`src/rtl/fwd_apply_ctrl_if.sv`:
```
// ============================================================================
// Module  : fwd_apply_ctrl_if
// Brief   : Bundle between the forwarding unit / stage registers and
//           fwd_apply_ctrl (operand select, hazard controls, WB_temp).
// Revision: 1.0
// ============================================================================
`default_nettype none

interface fwd_apply_ctrl_if #(
    parameter int XLEN  = 64,
    parameter int DEC_W = 22
);
    logic             stall;
    logic             temp_wb;
    logic [2:0]       forward_signal1;
    logic [2:0]       forward_signal2;
    logic             branch_taken;
    logic             mem_ready;
    logic [XLEN-1:0]  rs1_rf;
    logic [XLEN-1:0]  rs2_rf;
    logic [XLEN-1:0]  mem_alu;
    logic [XLEN-1:0]  wb_alu;
    logic [XLEN-1:0]  wb_load;
    logic [31:0]      WB_ins;
    logic [DEC_W-1:0] WB_decode;

    logic [XLEN-1:0]  rs1_fwd;
    logic [XLEN-1:0]  rs2_fwd;
    logic             pc_en;
    logic             if_id_en;
    logic             id_ex_en;
    logic             ex_mem_en;
    logic             mem_wb_en;
    logic             if_id_flush;
    logic             id_ex_flush;
    logic             ex_mem_bubble;
    logic [31:0]      WB_temp_ins;
    logic [DEC_W-1:0] WB_temp_decode;
    logic [31:0]      stall_cnt;
    logic [31:0]      temp_hit_cnt;
    logic             fwd_err;

    modport master (
        output stall, temp_wb, forward_signal1, forward_signal2, branch_taken,
               mem_ready, rs1_rf, rs2_rf, mem_alu, wb_alu, wb_load, WB_ins,
               WB_decode,
        input  rs1_fwd, rs2_fwd, pc_en, if_id_en, id_ex_en, ex_mem_en,
               mem_wb_en, if_id_flush, id_ex_flush, ex_mem_bubble,
               WB_temp_ins, WB_temp_decode, stall_cnt, temp_hit_cnt, fwd_err
    );

    modport slave (
        input  stall, temp_wb, forward_signal1, forward_signal2, branch_taken,
               mem_ready, rs1_rf, rs2_rf, mem_alu, wb_alu, wb_load, WB_ins,
               WB_decode,
        output rs1_fwd, rs2_fwd, pc_en, if_id_en, id_ex_en, ex_mem_en,
               mem_wb_en, if_id_flush, id_ex_flush, ex_mem_bubble,
               WB_temp_ins, WB_temp_decode, stall_cnt, temp_hit_cnt, fwd_err
    );
endinterface

`default_nettype wire

```
`src/rtl/fwd_apply_ctrl.sv`:
```
// ============================================================================
// Module  : fwd_apply_ctrl
// Brief   : Builds EX operands from bypass selects, sequences stage enables /
//           flushes / bubbles, and keeps the WB_temp shadow stage.
// Revision: 1.0
// ============================================================================
`default_nettype none

module fwd_apply_ctrl #(
    parameter int          XLEN    = 64,
    parameter int          DEC_W   = 22,
    parameter logic [31:0] NOP_INS = 32'h00000013
) (
    input  wire logic         clk,
    input  wire logic         rstn,
    fwd_apply_ctrl_if.slave   bus
);
    typedef enum logic [1:0] {
        ST_RUN    = 2'd0,
        ST_LSTALL = 2'd1,
        ST_MWAIT  = 2'd2
    } state_t;

    state_t           r_state;
    logic             r_wait_stall;
    logic [XLEN-1:0]  r_tmp_alu;
    logic [XLEN-1:0]  r_tmp_load;
    logic [31:0]      r_temp_ins;
    logic [DEC_W-1:0] r_temp_dec;
    logic [31:0]      r_stall_cnt;
    logic [31:0]      r_hit_cnt;
    logic             r_fwd_err;

    logic w_pc_en, w_if_id_en, w_id_ex_en, w_ex_mem_en, w_mem_wb_en;
    logic w_if_id_flush, w_id_ex_flush, w_ex_mem_bubble;
    logic w_stall_now, w_prev_stall, w_sel_err;
    state_t w_next_state;

    // The bubble encoding is produced by the stage register; it must be an
    // OP-IMM (ADDI x0) so the shadow stage never sees a register write.
    if (NOP_INS[6:0] != 7'b0010011) begin : g_nop_check
        $error("NOP_INS must be an OP-IMM encoding");
    end

    function automatic logic [XLEN-1:0] f_sel(
        input logic [2:0]      code,
        input logic [XLEN-1:0] rf
    );
        case (code)
            3'd1:    f_sel = bus.mem_alu;
            3'd2:    f_sel = bus.wb_alu;
            3'd3:    f_sel = bus.wb_load;
            3'd4:    f_sel = r_tmp_load;
            3'd5:    f_sel = r_tmp_alu;
            default: f_sel = rf;
        endcase
    endfunction

    assign bus.rs1_fwd = f_sel(bus.forward_signal1, bus.rs1_rf);
    assign bus.rs2_fwd = f_sel(bus.forward_signal2, bus.rs2_rf);

    // MWAIT remembers whether the last honoured cycle was a stall so that a
    // memory wait does not break up a back-to-back stall pair.
    assign w_prev_stall = (r_state == ST_LSTALL) ||
                          ((r_state == ST_MWAIT) && r_wait_stall);
    assign w_stall_now  = bus.mem_ready && bus.stall;
    assign w_sel_err    = (bus.forward_signal1[2:1] == 2'b11) ||
                          (bus.forward_signal2[2:1] == 2'b11);

    always_comb begin
        w_pc_en         = 1'b0;
        w_if_id_en      = 1'b0;
        w_id_ex_en      = 1'b0;
        w_ex_mem_en     = 1'b0;
        w_mem_wb_en     = 1'b0;
        w_if_id_flush   = 1'b0;
        w_id_ex_flush   = 1'b0;
        w_ex_mem_bubble = 1'b0;
        w_next_state    = ST_RUN;
        if (!bus.mem_ready) begin
            w_next_state = ST_MWAIT;
        end else if (bus.stall) begin
            w_next_state    = ST_LSTALL;
            w_ex_mem_en     = rstn;
            w_ex_mem_bubble = rstn;
            w_mem_wb_en     = rstn;
        end else begin
            w_pc_en       = rstn;
            w_if_id_en    = rstn;
            w_id_ex_en    = rstn;
            w_ex_mem_en   = rstn;
            w_mem_wb_en   = rstn;
            w_if_id_flush = rstn && bus.branch_taken;
            w_id_ex_flush = rstn && bus.branch_taken;
        end
    end

    always_ff @(posedge clk or negedge rstn) begin
        if (!rstn) begin
            r_state      <= ST_RUN;
            r_wait_stall <= 1'b0;
            r_tmp_alu    <= '0;
            r_tmp_load   <= '0;
            r_temp_ins   <= '0;
            r_temp_dec   <= '0;
            r_stall_cnt  <= '0;
            r_hit_cnt    <= '0;
            r_fwd_err    <= 1'b0;
        end else begin
            r_state <= w_next_state;
            if (!bus.mem_ready) begin
                r_wait_stall <= w_prev_stall;
            end
            if (w_mem_wb_en) begin
                r_temp_ins <= bus.WB_ins;
                r_temp_dec <= bus.WB_decode;
                r_tmp_alu  <= bus.wb_alu;
                r_tmp_load <= bus.wb_load;
            end
            if (w_stall_now && (r_stall_cnt != 32'hFFFF_FFFF)) begin
                r_stall_cnt <= r_stall_cnt + 32'd1;
            end
            if (bus.mem_ready && bus.temp_wb && (r_hit_cnt != 32'hFFFF_FFFF)) begin
                r_hit_cnt <= r_hit_cnt + 32'd1;
            end
            if (w_sel_err || (w_stall_now && w_prev_stall)) begin
                r_fwd_err <= 1'b1;
            end
        end
    end

    assign bus.pc_en          = w_pc_en;
    assign bus.if_id_en       = w_if_id_en;
    assign bus.id_ex_en       = w_id_ex_en;
    assign bus.ex_mem_en      = w_ex_mem_en;
    assign bus.mem_wb_en      = w_mem_wb_en;
    assign bus.if_id_flush    = w_if_id_flush;
    assign bus.id_ex_flush    = w_id_ex_flush;
    assign bus.ex_mem_bubble  = w_ex_mem_bubble;
    assign bus.WB_temp_ins    = r_temp_ins;
    assign bus.WB_temp_decode = r_temp_dec;
    assign bus.stall_cnt      = r_stall_cnt;
    assign bus.temp_hit_cnt   = r_hit_cnt;
    assign bus.fwd_err        = r_fwd_err;

endmodule

`default_nettype wire

```
`src/flat_wrapper.sv`:
```
// flat-port wrapper written by rule: the top's interface ports become plain ports
module fwd_apply_ctrl_flat 
#(
    parameter int          XLEN    = 64,
    parameter int          DEC_W   = 22,
    parameter logic [31:0] NOP_INS = 32'h00000013
)
  (clk, rstn, bus_stall, bus_temp_wb, bus_forward_signal1, bus_forward_signal2, bus_branch_taken, bus_mem_ready, bus_rs1_rf, bus_rs2_rf, bus_mem_alu, bus_wb_alu, bus_wb_load, bus_WB_ins, bus_WB_decode, bus_rs1_fwd, bus_rs2_fwd, bus_pc_en, bus_if_id_en, bus_id_ex_en, bus_ex_mem_en, bus_mem_wb_en, bus_if_id_flush, bus_id_ex_flush, bus_ex_mem_bubble, bus_WB_temp_ins, bus_WB_temp_decode, bus_stall_cnt, bus_temp_hit_cnt, bus_fwd_err);
  fwd_apply_ctrl_if #(.XLEN(XLEN), .DEC_W(DEC_W)) bus_i ();
  input  wire logic clk;
  input  wire logic rstn;
  input wire logic [$bits(bus_i.stall)-1:0] bus_stall;
  input wire logic [$bits(bus_i.temp_wb)-1:0] bus_temp_wb;
  input wire logic [$bits(bus_i.forward_signal1)-1:0] bus_forward_signal1;
  input wire logic [$bits(bus_i.forward_signal2)-1:0] bus_forward_signal2;
  input wire logic [$bits(bus_i.branch_taken)-1:0] bus_branch_taken;
  input wire logic [$bits(bus_i.mem_ready)-1:0] bus_mem_ready;
  input wire logic [$bits(bus_i.rs1_rf)-1:0] bus_rs1_rf;
  input wire logic [$bits(bus_i.rs2_rf)-1:0] bus_rs2_rf;
  input wire logic [$bits(bus_i.mem_alu)-1:0] bus_mem_alu;
  input wire logic [$bits(bus_i.wb_alu)-1:0] bus_wb_alu;
  input wire logic [$bits(bus_i.wb_load)-1:0] bus_wb_load;
  input wire logic [$bits(bus_i.WB_ins)-1:0] bus_WB_ins;
  input wire logic [$bits(bus_i.WB_decode)-1:0] bus_WB_decode;
  output wire logic [$bits(bus_i.rs1_fwd)-1:0] bus_rs1_fwd;
  output wire logic [$bits(bus_i.rs2_fwd)-1:0] bus_rs2_fwd;
  output wire logic [$bits(bus_i.pc_en)-1:0] bus_pc_en;
  output wire logic [$bits(bus_i.if_id_en)-1:0] bus_if_id_en;
  output wire logic [$bits(bus_i.id_ex_en)-1:0] bus_id_ex_en;
  output wire logic [$bits(bus_i.ex_mem_en)-1:0] bus_ex_mem_en;
  output wire logic [$bits(bus_i.mem_wb_en)-1:0] bus_mem_wb_en;
  output wire logic [$bits(bus_i.if_id_flush)-1:0] bus_if_id_flush;
  output wire logic [$bits(bus_i.id_ex_flush)-1:0] bus_id_ex_flush;
  output wire logic [$bits(bus_i.ex_mem_bubble)-1:0] bus_ex_mem_bubble;
  output wire logic [$bits(bus_i.WB_temp_ins)-1:0] bus_WB_temp_ins;
  output wire logic [$bits(bus_i.WB_temp_decode)-1:0] bus_WB_temp_decode;
  output wire logic [$bits(bus_i.stall_cnt)-1:0] bus_stall_cnt;
  output wire logic [$bits(bus_i.temp_hit_cnt)-1:0] bus_temp_hit_cnt;
  output wire logic [$bits(bus_i.fwd_err)-1:0] bus_fwd_err;
  assign bus_i.stall = bus_stall;
  assign bus_i.temp_wb = bus_temp_wb;
  assign bus_i.forward_signal1 = bus_forward_signal1;
  assign bus_i.forward_signal2 = bus_forward_signal2;
  assign bus_i.branch_taken = bus_branch_taken;
  assign bus_i.mem_ready = bus_mem_ready;
  assign bus_i.rs1_rf = bus_rs1_rf;
  assign bus_i.rs2_rf = bus_rs2_rf;
  assign bus_i.mem_alu = bus_mem_alu;
  assign bus_i.wb_alu = bus_wb_alu;
  assign bus_i.wb_load = bus_wb_load;
  assign bus_i.WB_ins = bus_WB_ins;
  assign bus_i.WB_decode = bus_WB_decode;
  assign bus_rs1_fwd = bus_i.rs1_fwd;
  assign bus_rs2_fwd = bus_i.rs2_fwd;
  assign bus_pc_en = bus_i.pc_en;
  assign bus_if_id_en = bus_i.if_id_en;
  assign bus_id_ex_en = bus_i.id_ex_en;
  assign bus_ex_mem_en = bus_i.ex_mem_en;
  assign bus_mem_wb_en = bus_i.mem_wb_en;
  assign bus_if_id_flush = bus_i.if_id_flush;
  assign bus_id_ex_flush = bus_i.id_ex_flush;
  assign bus_ex_mem_bubble = bus_i.ex_mem_bubble;
  assign bus_WB_temp_ins = bus_i.WB_temp_ins;
  assign bus_WB_temp_decode = bus_i.WB_temp_decode;
  assign bus_stall_cnt = bus_i.stall_cnt;
  assign bus_temp_hit_cnt = bus_i.temp_hit_cnt;
  assign bus_fwd_err = bus_i.fwd_err;
  fwd_apply_ctrl #(.XLEN(XLEN), .DEC_W(DEC_W), .NOP_INS(NOP_INS)) u_core (.clk(clk), .rstn(rstn), .bus(bus_i));
endmodule
```
`config.mk`:
```
export PLATFORM = sky130hd
export DESIGN_NAME = fwd_apply_ctrl_flat
export DESIGN_NICKNAME = d
export VERILOG_FILES = /design/src/rtl/fwd_apply_ctrl_if.sv /design/src/rtl/fwd_apply_ctrl.sv /design/src/flat_wrapper.sv
export SDC_FILE = /design/constraint.sdc
export NUM_CORES = 1
export LEC_CHECK = 0
export ABC_AREA = 1
export CAP_MARGIN = 15
export CORE_AREA = 2 2 252 254
export DETAILED_ROUTE_END_ITERATION = 16
export DIE_AREA = 0 0 254 256
export PLACE_DENSITY_LB_ADDON = 0.1
export SYNTH_ARGS = -nofsm -noshare
export SYNTH_HDL_FRONTEND = slang
export SYNTH_SLANG_ARGS = --single-unit
export TNS_END_PERCENT = 5
```
`constraint.sdc`:
```
create_clock -name clk -period 1.64 [get_ports clk]
set_input_delay 0.328 -clock clk [delete_from_list [all_inputs] [get_ports clk]]
set_output_delay 0.328 -clock clk [all_outputs]
set_load 0.005 [all_outputs]
```
==> out/qor.yml, run 1 <==
worstPathRequired_ns: 1.31
max-cap-violations: 0
syn-cell-area_sq_um: 16700
synth_edf_count: 0
rows: 92
die_area_sq_um: 65000
drive_above_1_share_pct: 26.1
ant_nets: 0
maxSlewHeadroom_pct: 57.0
clk_pin_slew_ns: 0.06
ys_ff_latch: 250
post-route-period-util_pct: 132
grt_max_degree: 141
peakVddDrop_v: 0.000600
core_area_sq_um: 62400
wirelength_mm: 91.5
syn_avg_cell_area_sq_um: 6.41
dp_slack_ns: -1.56
yosysTopAreaCellShare_pct: 37.5
critical-path-max-stage-delay_ns: 0.27
hold_violations: 0
io_buffers: 640
grt_pass1_vias: 21726
die_x_um: 254
worstPathCellList: "buf_12, ha_4, inv_4, nand2_4, buf_12, buf_8, buf_16, buf_6, buf_6, o21ai_2, nor3_4, nor2_1, buf_2"
path_max_fanout: 6
yosysUniqueCellTypes: 32
ios: 641
tritoncts: "built"
setup_viol: 130
synth_area_leaders: "dfrtp_1 (37%), nand2_1 (13%), nor2_1 (10%), inv_1 (9.1%), o21ai_0 (7.9%)"
vias: 21693
nNetsFinal: 3977
via_per_inst: 4.86
clkSinkCount: 250
critical_path.top_delay_family: "buffers and inverters"
cp_num_cells: 13
worstRegToRegCells: 10
drt_first_iter_violations: 1352
holdPathStages: 4
h-tree-depth: 2
status: "finished, violations left"
r2r_setup_slack_ns: 0.08
antenna_found_initial: 18
routedWlPerCell_um: 20.5
period_minus_slack_ns: 2.16
start_util_pct: 26.8
clock-root-buffer: "clkbuf_16"
synthFlopType: "dfrtp_1"
grt-ovfl-total: 0
powerDensity_nw_per_um2: 746
async_flop_share_pct: 100
grt_pass1_wl_mm: 134
setup_ws_ns: -0.521
clock_skew_ns: 0.00758
worstSetupEndpointType: "output pin"
first_pass_iters: 5
ys_seq_area_share_pct: 37.5
violations: "setup timing"
syn_nets: 2996
cp.arrival_ns: 1.83
crit_buf_inv: 8
globalplace.congestion: 0.912
path_class: "in2out"
synth_top_area_cell: "dfrtp_1"
track_usage_pct: 27.0
clock_path_buffers: 3
clock.fmax_mhz: 463
synthCells: 2606
yosys_warnings: 0
clk_latency_ns: 0.54
cp-start-kind: "input pin"
timing.hold.ws_ns: 0.201
rsz0062_at_grt: "yes"
dpl.hpwl_mm: 62.2
dieHeight_um: 256
drv_slew: 0
slowest_stage: "ha_4"
areaGrowthSynthToFinish_pct: 85.3
worstMarginPinSlew_ns: 0.644
numCtsBuffers: 34
power.static_leakage_uw: 0.0162
drc: 0
holdCritPathClass: "in2reg"
[sequential cells by signal, indices dropped and copies added (netlist names)]
| signal | flops |
|---|---|
| u_core.bus.temp_hit_cnt | 32 |
| u_core.bus.stall_cnt | 32 |
| u_core.r_tmp_load | 64 |
| u_core.bus.WB_temp_decode | 22 |
| u_core.bus.fwd_err | 1 |
| u_core.r_state | 2 |
| u_core.r_tmp_alu | 64 |
| u_core.bus.WB_temp_ins | 32 |
| u_core.r_wait_stall | 1 |
[through the flow]
stage | util (%) | setup TNS [ns] | total power [uW] | cell area (sq um) | instances
2_1_floorplan | - | -0.0590 | 9750 | 16700 | 2606
3_3_place_gp | 42.6 | -217.84 | 14100 | 26600 | 4287
3_5_place_dp | 42.6 | -219.58 | 14200 | 26600 | 4287
4_1_cts | 48.1 | -77.11 | 23100 | 30000 | 4437
5_1_grt | 49.6 | -55.26 | 24200 | 30900 | 4463
6_report | 49.6 | -47.51 | 23100 | 31000 | 4467
[area by class of cell]
cell class	instances	area (sq um)
multi-input combinational	1802	9640
antenna	9	22.5
sequential	250	6290
inverter	412	1570
clock buffer	48	985
clock inverter	13	190
fill	6140	31400
tap	846	1060
timing repair buffer	1087	11200
[cells by family after synthesis]
kind of cell	Yosys count	share of synthesized area [%]
AOI/OAI and AO/OA	504	16.9
xor gates and xnor gates	17	0.892
adders and majority gates	4	0.300
buffers and inverters	554	13.1
DFF	250	37.5
and+or+nand+nor	1277	31.4
[repair_timing]
action	4_1_cts	5_1_grt
endpoints found under the setup margin	284	318
buffers inserted	66	28
resized for setup	762	389
pin swaps	133	66
hold buffers	1	0
cloned	25	3
hold endpoints to repair	54	0
[cell usage after synthesis, types with 6 or more instances]
library cell  instances
a31oi_1              22
buf_1                 9
buf_2                29
buf_4                 9
clkbuf_1             87
dfrtp_1             250
inv_1               406
inv_2                 6
nand2_1             596
nand2_2               7
nand3_1              45
nand3b_1             20
nand4_1              12
nor2_1              465
nor2_4                7
nor3_1              110
o21ai_0             264
o22ai_1             211
xnor2_1              11
xor2_1                6
[worst paths after layout]
| check | from | endpoint |
|---|---|---|
| min in group asynchronous | rstn | u_core.bus.stall_cnt[27] |
| worst max-delay path | bus_forward_signal1[2] | bus_rs1_fwd[24] |
| max in group asynchronous | rstn | u_core.bus.stall_cnt[6] |
| worst max register to register | u_core.bus.stall_cnt[0] | u_core.bus.stall_cnt[20] |
| worst min-delay path | bus_forward_signal2[2] | u_core.bus.fwd_err |
| worst min register to register | u_core.bus.WB_temp_ins[14] | u_core.bus.WB_temp_ins[14] |
[layer usage]
| metal | wire [um] | track usage, % | share of wire, % |
|---|---|---|---|
| met5 | 115 | 0 | 0.13 |
| met2 | 44700 | 46.4 | 49 |
| met4 | 2930 | 9.04 | 3.2 |
| met3 | 7230 | 6.21 | 7.9 |
| met1 | 36500 | 32.9 | 40 |
[power by group]
part / total [uW] / internal, uW / leakage (uW) / switching (uW)
sequential: 7280 / 6840 / 0.00314 / 439
combinational: 7920 / 4100 / 0.0124 / 3820
clock: 7880 / 4840 / 0.000577 / 3050
[worst register-to-register path: cells and delay by family, from the launching register on]
kind                     cells  cell delay [ns]
AND/OR/NAND/NOR              7             0.63
adder cells (fa/ha/maj)      1             0.23
buffers and inverters        2             0.17
flip-flops                   1             0.41
[layout by cell type, fill, tap and decap left out, types with 12 or more instances in the layout]
master,count
nor3_2,68
nor3_1,37
buf_16,21
inv_1,389
nand3b_1,20
nand3_1,40
inv_2,16
nand2_1,592
o21ai_2,38
clkdlybuf4s15_1,12
nand4_1,12
dlymetal6s2s_1,114
buf_12,61
buf_4,291
o21ai_0,195
a31oi_1,17
buf_2,75
nor2_4,23
nor2_2,52
clkdlybuf4s50_1,381
dfrtp_2,28
clkbuf_16,38
dfrtp_1,222
buf_6,60
o21ai_1,28
o22ai_1,165
clkbuf_2,28
o22ai_2,40
nor2_1,401
buf_8,18
Power figures use the tool's default switching activity.
==> run 2, diff against run 1 <==
Settings changed: PLACE_DENSITY set to 0.61, PLACE_DENSITY_LB_ADDON 0.1 to not set.
==> run 2 against run 1 <==
Net effect:
- largest cell class unchanged
- sequential power is essentially flat
- routed wire length shrank 3.3%
- combinational power shrank 1%
- critical endpoint is now bus_rs2_fwd[0]
- critical path depth shrank 3
- clock skew grew 0.011 ns
- worst setup slack gained 0.057 ns
- clock power is essentially flat
- fmax grew 2.7%
- first-iteration DRC count grew 21%
- flip-flop and latch count is the same
- the run still ends with setup timing left
- via count grew 1.5%
- count of clock-buffer cells in the layout grew 2
==> out/qor.yml, run 2 (synthesis results as in run 1) <==
status: "finished, violations left"
violations: "setup timing"
clk_latency_ns: 0.55
n_fill_cell: 5889
grt.met1_usage_pct: 31.8
cp-start-kind: "input pin"
worstPathCellList: "buf_12, ha_4, inv_8, nand2_8, buf_12, buf_12, o21ai_0, nor3_2, nor2_1, buf_2"
vias: 22013
reg_top3: "u_core.r_tmp_alu (64), u_core.r_tmp_load (64)"
holdCritPathClass: "in2async"
rsz0062_at_grt: "yes"
critical-path-max-stage-delay_ns: 0.30
core_area_sq_um: 62400
clk_pin_slew_ns: 0.06
drc: 0
final_common_cell: "nand2_1"
antenna_found_initial: 18
drv_slew: 0
busiest_layer: "met2"
clock_path_buffers: 3
drive_above_1_share_pct: 28.1
use_met2_pct: 42.3
maxSlewHeadroom_pct: 52.8
setup_viol: 130
grt-ovfl-total: 0
dieHeight_um: 256
ant_nets: 0
start_util_pct: 26.8
final_area_sq_um: 31700
wirelength_mm: 88.4
track_usage_pct: 26.1
worstSetupEndpointType: "output pin"
path_class: "in2out"
routedWlPerCell_um: 19.6
clock_skew_ns: 0.0182
period_minus_slack_ns: 2.10
cp.arrival_ns: 1.78
stdcell_count: 4508
hold_violations: 0
globalplace.congestion: 0.942
first_pass_iters: 5
clock.fmax_mhz: 475
clkSinkCount: 250
grt_max_degree: 158
cpMostUsedCell: "buf_12"
nNetsFinal: 4016
die_area_sq_um: 65000
setup_ws_ns: -0.463
numCtsBuffers: 34
max-cap-violations: 0
powerDensity_nw_per_um2: 725
drt_first_iter_violations: 1631
slowest_stage: "nor3_2"
placed_cells: 4286
dpl.hpwl_mm: 56.8
worstMarginPinSlew_ns: 0.708
path_max_fanout: 7
power.static_leakage_uw: 0.0164
post-route-period-util_pct: 128
dp_slack_ns: -1.56
die_x_um: 254
via_per_inst: 4.88
multi_input_area_sq_um: 10100
mostFrequentLayoutCells: "nand2_1 (591), nor2_1 (400), inv_1 (393), clkdlybuf4s50_1 (380), buf_4 (308)"
grt_pass1_wl_mm: 131
ios: 641
final-seq-area_sq_um: 6280
rows: 92
io_buffers: 640
gr-usage-met3_pct: 6.84
worstPathRequired_ns: 1.31
h-tree-depth: 2
clock-root-buffer: "clkbuf_16"
peakVddDrop_v: 0.000581
timing.hold.ws_ns: 0.0833
tritoncts: "built"
areaGrowthSynthToFinish_pct: 89.9
grt_pass1_vias: 21938
place_area_sq_um: 26600
==> run 2: final timing paths <==
path	from	endpoint	slack, ns	cells past startpoint
worst max-delay path	bus_forward_signal2[1]	bus_rs2_fwd[0]	-0.46	10
worst min-delay path	rstn	u_core.bus.stall_cnt[31]	0.08	4
worst max register to register	u_core.bus.temp_hit_cnt[16]	u_core.bus.temp_hit_cnt[18]	0.09	9
worst min register to register	u_core.bus.WB_temp_decode[7]	u_core.bus.WB_temp_decode[7]	0.47	2
max in group asynchronous	rstn	u_core.r_tmp_load[37]	0.64	5
min in group clk	bus_forward_signal2[1]	u_core.bus.fwd_err	0.20	4
==> run 2: critical path: cells and delay by family <==
| family | cells | cell delay [ns] |
|---|---|---|
| compound gates | 1 | 0.10 |
| buf+inv | 5 | 0.55 |
| simple gates | 3 | 0.50 |
| fa+ha+maj | 1 | 0.29 |
==> run 2: layout make-up <==
type | count | area share, %
sequential | 250 | 19.8
timing repair buffer | 1121 | 36.3
antenna | 11 | 0.0868
inverter | 412 | 5.05
multi-input combinational | 1807 | 31.8
clock inverter | 11 | 0.560
tap | 846 | 3.34
clock buffer | 50 | 3.09
==> run 2: timing repair <==
action                                 CTS  global route
setup endpoints to repair              255           316
setup buffers                          115            10
pin swaps                              152            82
gates resized for setup                856           398
hold buffers                             1             1
endpoints found under the hold margin   38            20
gates cloned                            35             3
==> run 2: per-layer routing <==
| layer | vias to the layer above | routed length [um] |
|---|---|---|
| li1 | 10410 | - |
| met1 | 10202 | 33900 |
| met2 | 1103 | 41000 |
| met3 | 286 | 8400 |
| met4 | 12 | 5040 |
| met5 | - | 71 |
==> run 2: through the flow <==
| stage | setup TNS (ns) | utilization [%] | power [uW] |
|---|---|---|---|
| floorplan | -0.0590 | - | 9750 |
| global placement | -225.33 | 42.6 | 13900 |
| detailed placement | -229.75 | 42.6 | 14000 |
| CTS | -76.64 | 49.2 | 22900 |
| global route | -53.82 | 50.8 | 24100 |
| finish | -47.49 | 50.8 | 23000 |
==> run 2: where the power goes <==
group | total, uW | internal (uW) | switching (uW)
Clock | 7890 | 4800 | 3090
Sequential | 7270 | 6840 | 435
Combinational | 7830 | 4030 | 3800
